`src/rtl/zynet_axi_lite_regs.sv`:
```
// AXI4-Lite slave register file for zyNet: weight/bias load strobes, layer and
// neuron select, soft reset, and result/status readback with a level interrupt.
module zynet_axi_lite_regs #(
    parameter int C_S_AXI_DATA_WIDTH = 32,
    parameter int C_S_AXI_ADDR_WIDTH = 5,
    parameter int dataWidth          = 16
) (
    input  logic                            s_axi_aclk,
    input  logic                            s_axi_aresetn,
    input  logic [C_S_AXI_ADDR_WIDTH-1:0]   s_axi_awaddr,
    input  logic [2:0]                      s_axi_awprot,
    input  logic                            s_axi_awvalid,
    output logic                            s_axi_awready,
    input  logic [C_S_AXI_DATA_WIDTH-1:0]   s_axi_wdata,
    input  logic [C_S_AXI_DATA_WIDTH/8-1:0] s_axi_wstrb,
    input  logic                            s_axi_wvalid,
    output logic                            s_axi_wready,
    output logic [1:0]                      s_axi_bresp,
    output logic                            s_axi_bvalid,
    input  logic                            s_axi_bready,
    input  logic [C_S_AXI_ADDR_WIDTH-1:0]   s_axi_araddr,
    input  logic [2:0]                      s_axi_arprot,
    input  logic                            s_axi_arvalid,
    output logic                            s_axi_arready,
    output logic [C_S_AXI_DATA_WIDTH-1:0]   s_axi_rdata,
    output logic [1:0]                      s_axi_rresp,
    output logic                            s_axi_rvalid,
    input  logic                            s_axi_rready,
    output logic                            weight_valid,
    output logic [dataWidth-1:0]            weight_value,
    output logic                            bias_valid,
    output logic [dataWidth-1:0]            bias_value,
    output logic [31:0]                     layer_num,
    output logic [31:0]                     neuron_num,
    output logic                            soft_reset,
    input  logic                            net_out_valid,
    input  logic [31:0]                     net_out_class,
    input  logic [dataWidth-1:0]            neuron_out_data,
    output logic                            neuron_out_pop,
    output logic                            intr
);

    localparam logic [2:0] REG_WEIGHT = 3'd0;
    localparam logic [2:0] REG_BIAS   = 3'd1;
    localparam logic [2:0] REG_CLASS  = 3'd2;
    localparam logic [2:0] REG_LAYER  = 3'd3;
    localparam logic [2:0] REG_NEURON = 3'd4;
    localparam logic [2:0] REG_NOUT   = 3'd5;
    localparam logic [2:0] REG_STATUS = 3'd6;
    localparam logic [2:0] REG_SOFT   = 3'd7;

    logic [2:0]                    wr_idx;
    logic [2:0]                    rd_idx;
    logic                          wr_accept;
    logic                          rd_accept;
    logic [31:0]                   class_reg;
    logic [C_S_AXI_DATA_WIDTH-1:0] rd_mux;
    logic                          unused_inputs;

    assign unused_inputs = ^{s_axi_awprot, s_axi_arprot, s_axi_wstrb,
                             s_axi_awaddr[1:0], s_axi_araddr[1:0]};

    assign wr_idx = s_axi_awaddr[4:2];
    assign rd_idx = s_axi_araddr[4:2];

    // Address and data are only taken together, so no partial write state is held.
    assign wr_accept     = s_axi_awvalid && s_axi_wvalid && !s_axi_bvalid;
    assign s_axi_awready = wr_accept;
    assign s_axi_wready  = wr_accept;
    assign rd_accept     = s_axi_arvalid && !s_axi_rvalid;
    assign s_axi_arready = rd_accept;

    assign s_axi_bresp    = 2'b00;
    assign s_axi_rresp    = 2'b00;
    assign neuron_out_pop = rd_accept && (rd_idx == REG_NOUT);

    always_ff @(posedge s_axi_aclk or negedge s_axi_aresetn) begin
        if (!s_axi_aresetn) begin
            s_axi_bvalid <= 1'b0;
            weight_valid <= 1'b0;
            weight_value <= '0;
            bias_valid   <= 1'b0;
            bias_value   <= '0;
            layer_num    <= '0;
            neuron_num   <= '0;
            soft_reset   <= 1'b1;
        end else begin
            weight_valid <= 1'b0;
            bias_valid   <= 1'b0;
            if (wr_accept) begin
                s_axi_bvalid <= 1'b1;
            end else if (s_axi_bready) begin
                s_axi_bvalid <= 1'b0;
            end
            if (wr_accept) begin
                case (wr_idx)
                    REG_WEIGHT: begin
                        weight_value <= s_axi_wdata[dataWidth-1:0];
                        weight_valid <= 1'b1;
                    end
                    REG_BIAS: begin
                        bias_value <= s_axi_wdata[dataWidth-1:0];
                        bias_valid <= 1'b1;
                    end
                    REG_LAYER:  layer_num  <= s_axi_wdata[31:0];
                    REG_NEURON: neuron_num <= s_axi_wdata[31:0];
                    REG_SOFT:   soft_reset <= s_axi_wdata[0];
                    default: ;
                endcase
            end
        end
    end

    always_comb begin
        rd_mux = '0;
        case (rd_idx)
            REG_CLASS:  rd_mux = class_reg;
            REG_LAYER:  rd_mux = layer_num;
            REG_NEURON: rd_mux = neuron_num;
            REG_NOUT:   rd_mux = {{(C_S_AXI_DATA_WIDTH-dataWidth){1'b0}}, neuron_out_data};
            REG_STATUS: rd_mux = {{(C_S_AXI_DATA_WIDTH-2){1'b0}}, soft_reset, intr};
            REG_SOFT:   rd_mux = {{(C_S_AXI_DATA_WIDTH-1){1'b0}}, soft_reset};
            default:    rd_mux = '0;
        endcase
    end

    always_ff @(posedge s_axi_aclk or negedge s_axi_aresetn) begin
        if (!s_axi_aresetn) begin
            s_axi_rvalid <= 1'b0;
            s_axi_rdata  <= '0;
        end else begin
            if (rd_accept) begin
                s_axi_rvalid <= 1'b1;
                s_axi_rdata  <= rd_mux;
            end else if (s_axi_rready) begin
                s_axi_rvalid <= 1'b0;
            end
        end
    end

    // A new result outranks a concurrent class read, so the interrupt is never lost.
    always_ff @(posedge s_axi_aclk or negedge s_axi_aresetn) begin
        if (!s_axi_aresetn) begin
            class_reg <= '0;
            intr      <= 1'b0;
        end else begin
            if (!soft_reset && net_out_valid) begin
                class_reg <= net_out_class;
            end
            if (soft_reset) begin
                intr <= 1'b0;
            end else if (net_out_valid) begin
                intr <= 1'b1;
            end else if (rd_accept && (rd_idx == REG_CLASS)) begin
                intr <= 1'b0;
            end
        end
    end

endmodule

```
`config.mk`:
```
export PLATFORM = sky130hd
export DESIGN_NAME = zynet_axi_lite_regs
export DESIGN_NICKNAME = d
export VERILOG_FILES = /design/src/rtl/zynet_axi_lite_regs.sv
export SDC_FILE = /design/constraint.sdc
export NUM_CORES = 1
export LEC_CHECK = 0
export ABC_CLOCK_PERIOD_IN_PS = 3600
export CORE_ASPECT_RATIO = 1.5
export CORE_MARGIN = 2
export CORE_UTILIZATION = 40
export CTS_BUF_LIST = sky130_fd_sc_hd__clkbuf_16
export CTS_CLUSTER_SIZE = 8
export DETAILED_ROUTE_END_ITERATION = 10
export HOLD_SLACK_MARGIN = 0.06
export PLACE_DENSITY = 0.7
export SYNTH_ARGS = -nofsm -noshare
export SYNTH_HDL_FRONTEND = slang
export SYNTH_SLANG_ARGS = --single-unit
```
`constraint.sdc`:
```
create_clock -name s_axi_aclk -period 3.6 [get_ports s_axi_aclk]
set_clock_uncertainty 0.2 [all_clocks]
set_input_delay 1.08 -clock s_axi_aclk [delete_from_list [all_inputs] [get_ports s_axi_aclk]]
set_output_delay 1.08 -clock s_axi_aclk [all_outputs]
set_load 0.01 [all_outputs]
```
# Word-level counts from Yosys, hierarchy flattened

Cells that the tools add are included.

Register bits after elaboration: 166
Bits in latches: 0
Bits in writable memories: 0
ROM bits: 0
Input bits: 108
Memories kept: 0

$add $sub $neg: 0
$mul: 0
Div/mod/pow operators: 0
Magnitude comparators: 0
Eq/ne operators: 10
Shift operators: 0
Multiplexer cells: 12
Bitwise logic cells: 0
Reductions and logical operators: 18

Operator list:

| kind                                                                   | number |
|---|---|
| 32-bit one-hot mux with 6 select lines                                 | 1 |
| 3-bit equality test (second input constant)                            | 6 |
| 1-bit 2-to-1 mux                                                       | 11 |
| 2-bit AND reduction                                                    | 5 |
| 3-bit by 2-bit equality test with 1-bit output (second input constant) | 3 |
| 1-bit logical AND                                                      | 6 |
| 2-bit nonzero test                                                     | 2 |
| 3-bit by 1-bit equality test with 1-bit output (second input constant) | 1 |
| 1-bit zero test                                                        | 3 |
| 3-bit zero test                                                        | 1 |
| 3-bit nonzero test                                                     | 1 |

# Logic depth before layout (Yosys ltp)

Word-level depth: 6
Mapped depth: 7

# Worst setup path after synthesis

Ideal clock, no wire load.

Kind: input port to output port
Start point: input port s_axi_araddr[3]
End point: output port neuron_out_pop
Arrival time: 1865 ps
Slack: 455 ps
Cell stages on the path: 4
Buffers on the path: 2
Path through: buf_2 -> nor2b_1 -> clkbuf_1 -> and3_1

Word-level cells in the longest chain between the ends: 2

RTL lines:

| element             | line | source |
|---|---|---|
| start: declaration  | 21   | `input logic [C_S_AXI_ADDR_WIDTH-1:0] s_axi_araddr,` |
| 3-bit equality test | 75   | `assign neuron_out_pop = rd_accept && (rd_idx == REG_NOUT);` |
| 1-bit logical AND   | 75   |  |
| end: declaration    | 39   | `output logic neuron_out_pop,` |

Every way passes these cells.

# Worst setup path after layout

Start point: input port s_axi_araddr[4]
End point: output port neuron_out_pop

Same word-level chain as after synthesis.

==> metrics.txt <==
Hold Buf Count CTS=0; layout cells sized above 1=0.246; WP data arrival=2.19 ns; multi-input logic area=0.00278 mm²; core area=0.0178 mm²; TritonCTS clock tree=yes; clock-pin transition on the worst setup and hold timing paths=0.06 ns; FF-to-FF End=s_axi_rdata[11]$_DFFE_PN0N_; Synth async-reset ratio=1.00; sequential cell area fraction in the yosys report=0.578; DRT Pass-1 Iters=4; TNS Setup=0 ns; # diodes=0; via density per instance=5.22; slowest stage delay, CP=0.48 ns; Syn Std Cell Area=0.00719 mm²; CTS Sinks=166; grt total ovfl=0; Synth Instances=526; nets@finish=869; Slew Limit Headroom=0.608; FILL cells=1470; Startpoint Class=primary input; count of final hold-check violations=0; final wirelength=20100 µm; Setup crit start=s_axi_araddr[4]; met3 Use GR=0.0490; Flop pwr share=0.419; Net Switching=1720 µW; status=completed; TritonCTS Buffers=17; RSZ-0062 raised after global routing=false; Max Clk Rate=0.288 GHz; Iteration-0 DRC Markers=288; met2 Usage GRT=0.386; most frequent cell after synthesis=dfrtp_1; die area=0.0191 mm²; top cell type's share of synthesized area=0.575; commonest cells in the netlist=165 x dfrtp_1, 92 x mux2_2, 32 x nand2_1; Max VDD drop=0.314 mV; Max clock buf depth=2; Sequential Area=0.00416 mm²; top_reg_cell synth=dfrtp_1; PortBufs=231; placed wire-length estimate=14400 µm; routed len/inst=20.3 µm; post-layout util=0.581; slowest stage cell, crit path=clkdlybuf4s50_1; Rows=60; P_leak=0.00443 µW; H-tree levels=4; Yosys top cell by area=dfrtp_1; internal power=4460 µW; reg2reg setup slack=1.50 ns; DR vias=5167; clock power share=0.301; Clock Root Buffer=clkbuf_16; worst path required time=2.32 ns; Final Cycle Share=0.965; I/O Pins=250; Slew Viols, Final=0; CP max FO=2; GPL Wtd Cong=0.791; die width=113 µm; mean post-synth cell area=13.7 µm²; number of remaining DRC errors=0; Worst Path Class, Setup=primary input to output port; area delta synth->final=43.9%; Setup Viol. Count Final=0; pwr/cell area=597 mW/mm²; Initial Util=0.404; Synth area leaders=dfrtp_1 57%, mux2_2 14%, mux2_4 6.3%, mux2i_1 2.9%, mux2_1 2.4%; Post-synth EDFFs=0; Hold Crit Class=flop to flop; Worst-Margin Slew=0.587 ns; Worst setup EP type=output port; GR peak layer=met2; Total GRT Usage=0.218; later-pin clock latency in the skew report=0.42 ns; CP cell instances=clkdlybuf4s50_1 > nor2b_2 > and3_1 > dlygate4sd2_1; R2R cell count=5; Max Cap Viol=0; post-route ant nets=0; minimum clock period=3.47 ns; vias in the first global route=5648; first-pass GRT wire length=31500 µm; Yosys reg bits=166; Synth warnings=0; switching portion of total power=0.278; Reg-to-Reg Start=s_axi_rvalid$_DFFE_PN0P_; Synth cell types=39; critical path endpoint=neuron_out_pop; met1 Use GR=0.247; Die H=168 µm; initial antenna violation count=0; combinational cell fraction of total power=0.280; largest net degree at the start of global routing=85
[logic make-up after synthesis]
group                  synth area share
AOI/OAI and AO/OA                0.0717
buffers and inverters            0.0406
DFF                               0.578
muxes                             0.260
other                          0.000522
and+or+nand+nor                  0.0494
[critical path, delay by kind of cell]
kind	cells	cell delay, ns
and+or+nand+nor	2	0.30
buffers and inverters	2	0.81
[power by group through the flow]
stage | combinational, µW | sequential (µW) | clock (µW)
after CTS | 1750 | 2600 | 1900
after global routing | 1840 | 2650 | 1990
after floorplan | 596 | 2710 | 0
after global placement | 1710 | 2600 | 0
after detailed placement | 1740 | 2630 | 0
final | 1730 | 2590 | 1860
[worst min-delay path by stage]
stage | start | slack (ns) | cells past startpoint | end
5_1_grt | bias_value[14]$_DFFE_PN0P_ | 0.31 | 1 | bias_value[14]$_DFFE_PN0P_
2_1_floorplan | class_reg[5]$_DFFE_PN0P_ | 0.25 | 1 | class_reg[5]$_DFFE_PN0P_
3_3_place_gp | s_axi_rdata[30]$_DFFE_PN0N_ | 0.26 | 2 | s_axi_rdata[30]$_DFFE_PN0N_
6_report | s_axi_rdata[31]$_DFFE_PN0N_ | 0.28 | 2 | s_axi_rdata[31]$_DFFE_PN0N_
4_1_cts | s_axi_rdata[31]$_DFFE_PN0N_ | 0.29 | 2 | s_axi_rdata[31]$_DFFE_PN0N_
3_5_place_dp | s_axi_rdata[31]$_DFFE_PN0N_ | 0.27 | 2 | s_axi_rdata[31]$_DFFE_PN0N_
[metal layers]
metal / wire length (µm) / share of wire / vias to the layer above
li1: - / - / 2345
met2: 10700 / 0.53 / 195
met5: 0 / 0 / -
met4: 706 / 0.035 / 0
met3: 1190 / 0.059 / 38
met1: 7500 / 0.37 / 2589
[stage by stage]
stage | hold slack (ns) | worst slack [ns] | power [µW] | instance area, µm² | cells
after global placement | 0.265 | -0.155 | 4310 | 9750 | 959
after detailed placement | 0.274 | -0.148 | 4370 | 9750 | 959
after floorplan | 0.254 | 0.455 | 3310 | 7200 | 529
final | 0.281 | 0.125 | 6180 | 10300 | 990
after CTS | 0.289 | 0.121 | 6240 | 10300 | 990
after global routing | 0.312 | 0.0837 | 6480 | 10300 | 990
[final cells by class]
cell class                 instances  share of cell area
sequential                       166               0.402
multi-input combinational        319               0.268
timing repair buffer             251               0.243
clock buffer                      17              0.0411
tap                              217              0.0263
clock inverter                    14              0.0169
inverter                           6             0.00218
[layout by cell type, fill, tap and decap left out, drive strengths merged, types with 2 or more instances in the layout]
master / instances
o21ai: 28
nand2b: 2
mux2i: 21
buf: 22
conb: 4
nor2b: 3
nand3: 2
a22oi: 15
clkinvlp: 5
dlygate4sd2: 4
nand2: 34
clkbuf: 17
a32oi: 8
a21oi: 21
clkinv: 2
dfrtp: 165
bufinv: 3
mux2: 137
inv: 10
o221ai: 7
nor2: 27
clkdlybuf4s50: 225
[repair_timing]
action                                  4_1_cts  5_1_grt
setup buffers                                 0        0
resized for setup                             4        0
endpoints found under the setup margin        4        0
Note: power is estimated with default switching activity, not from simulation.
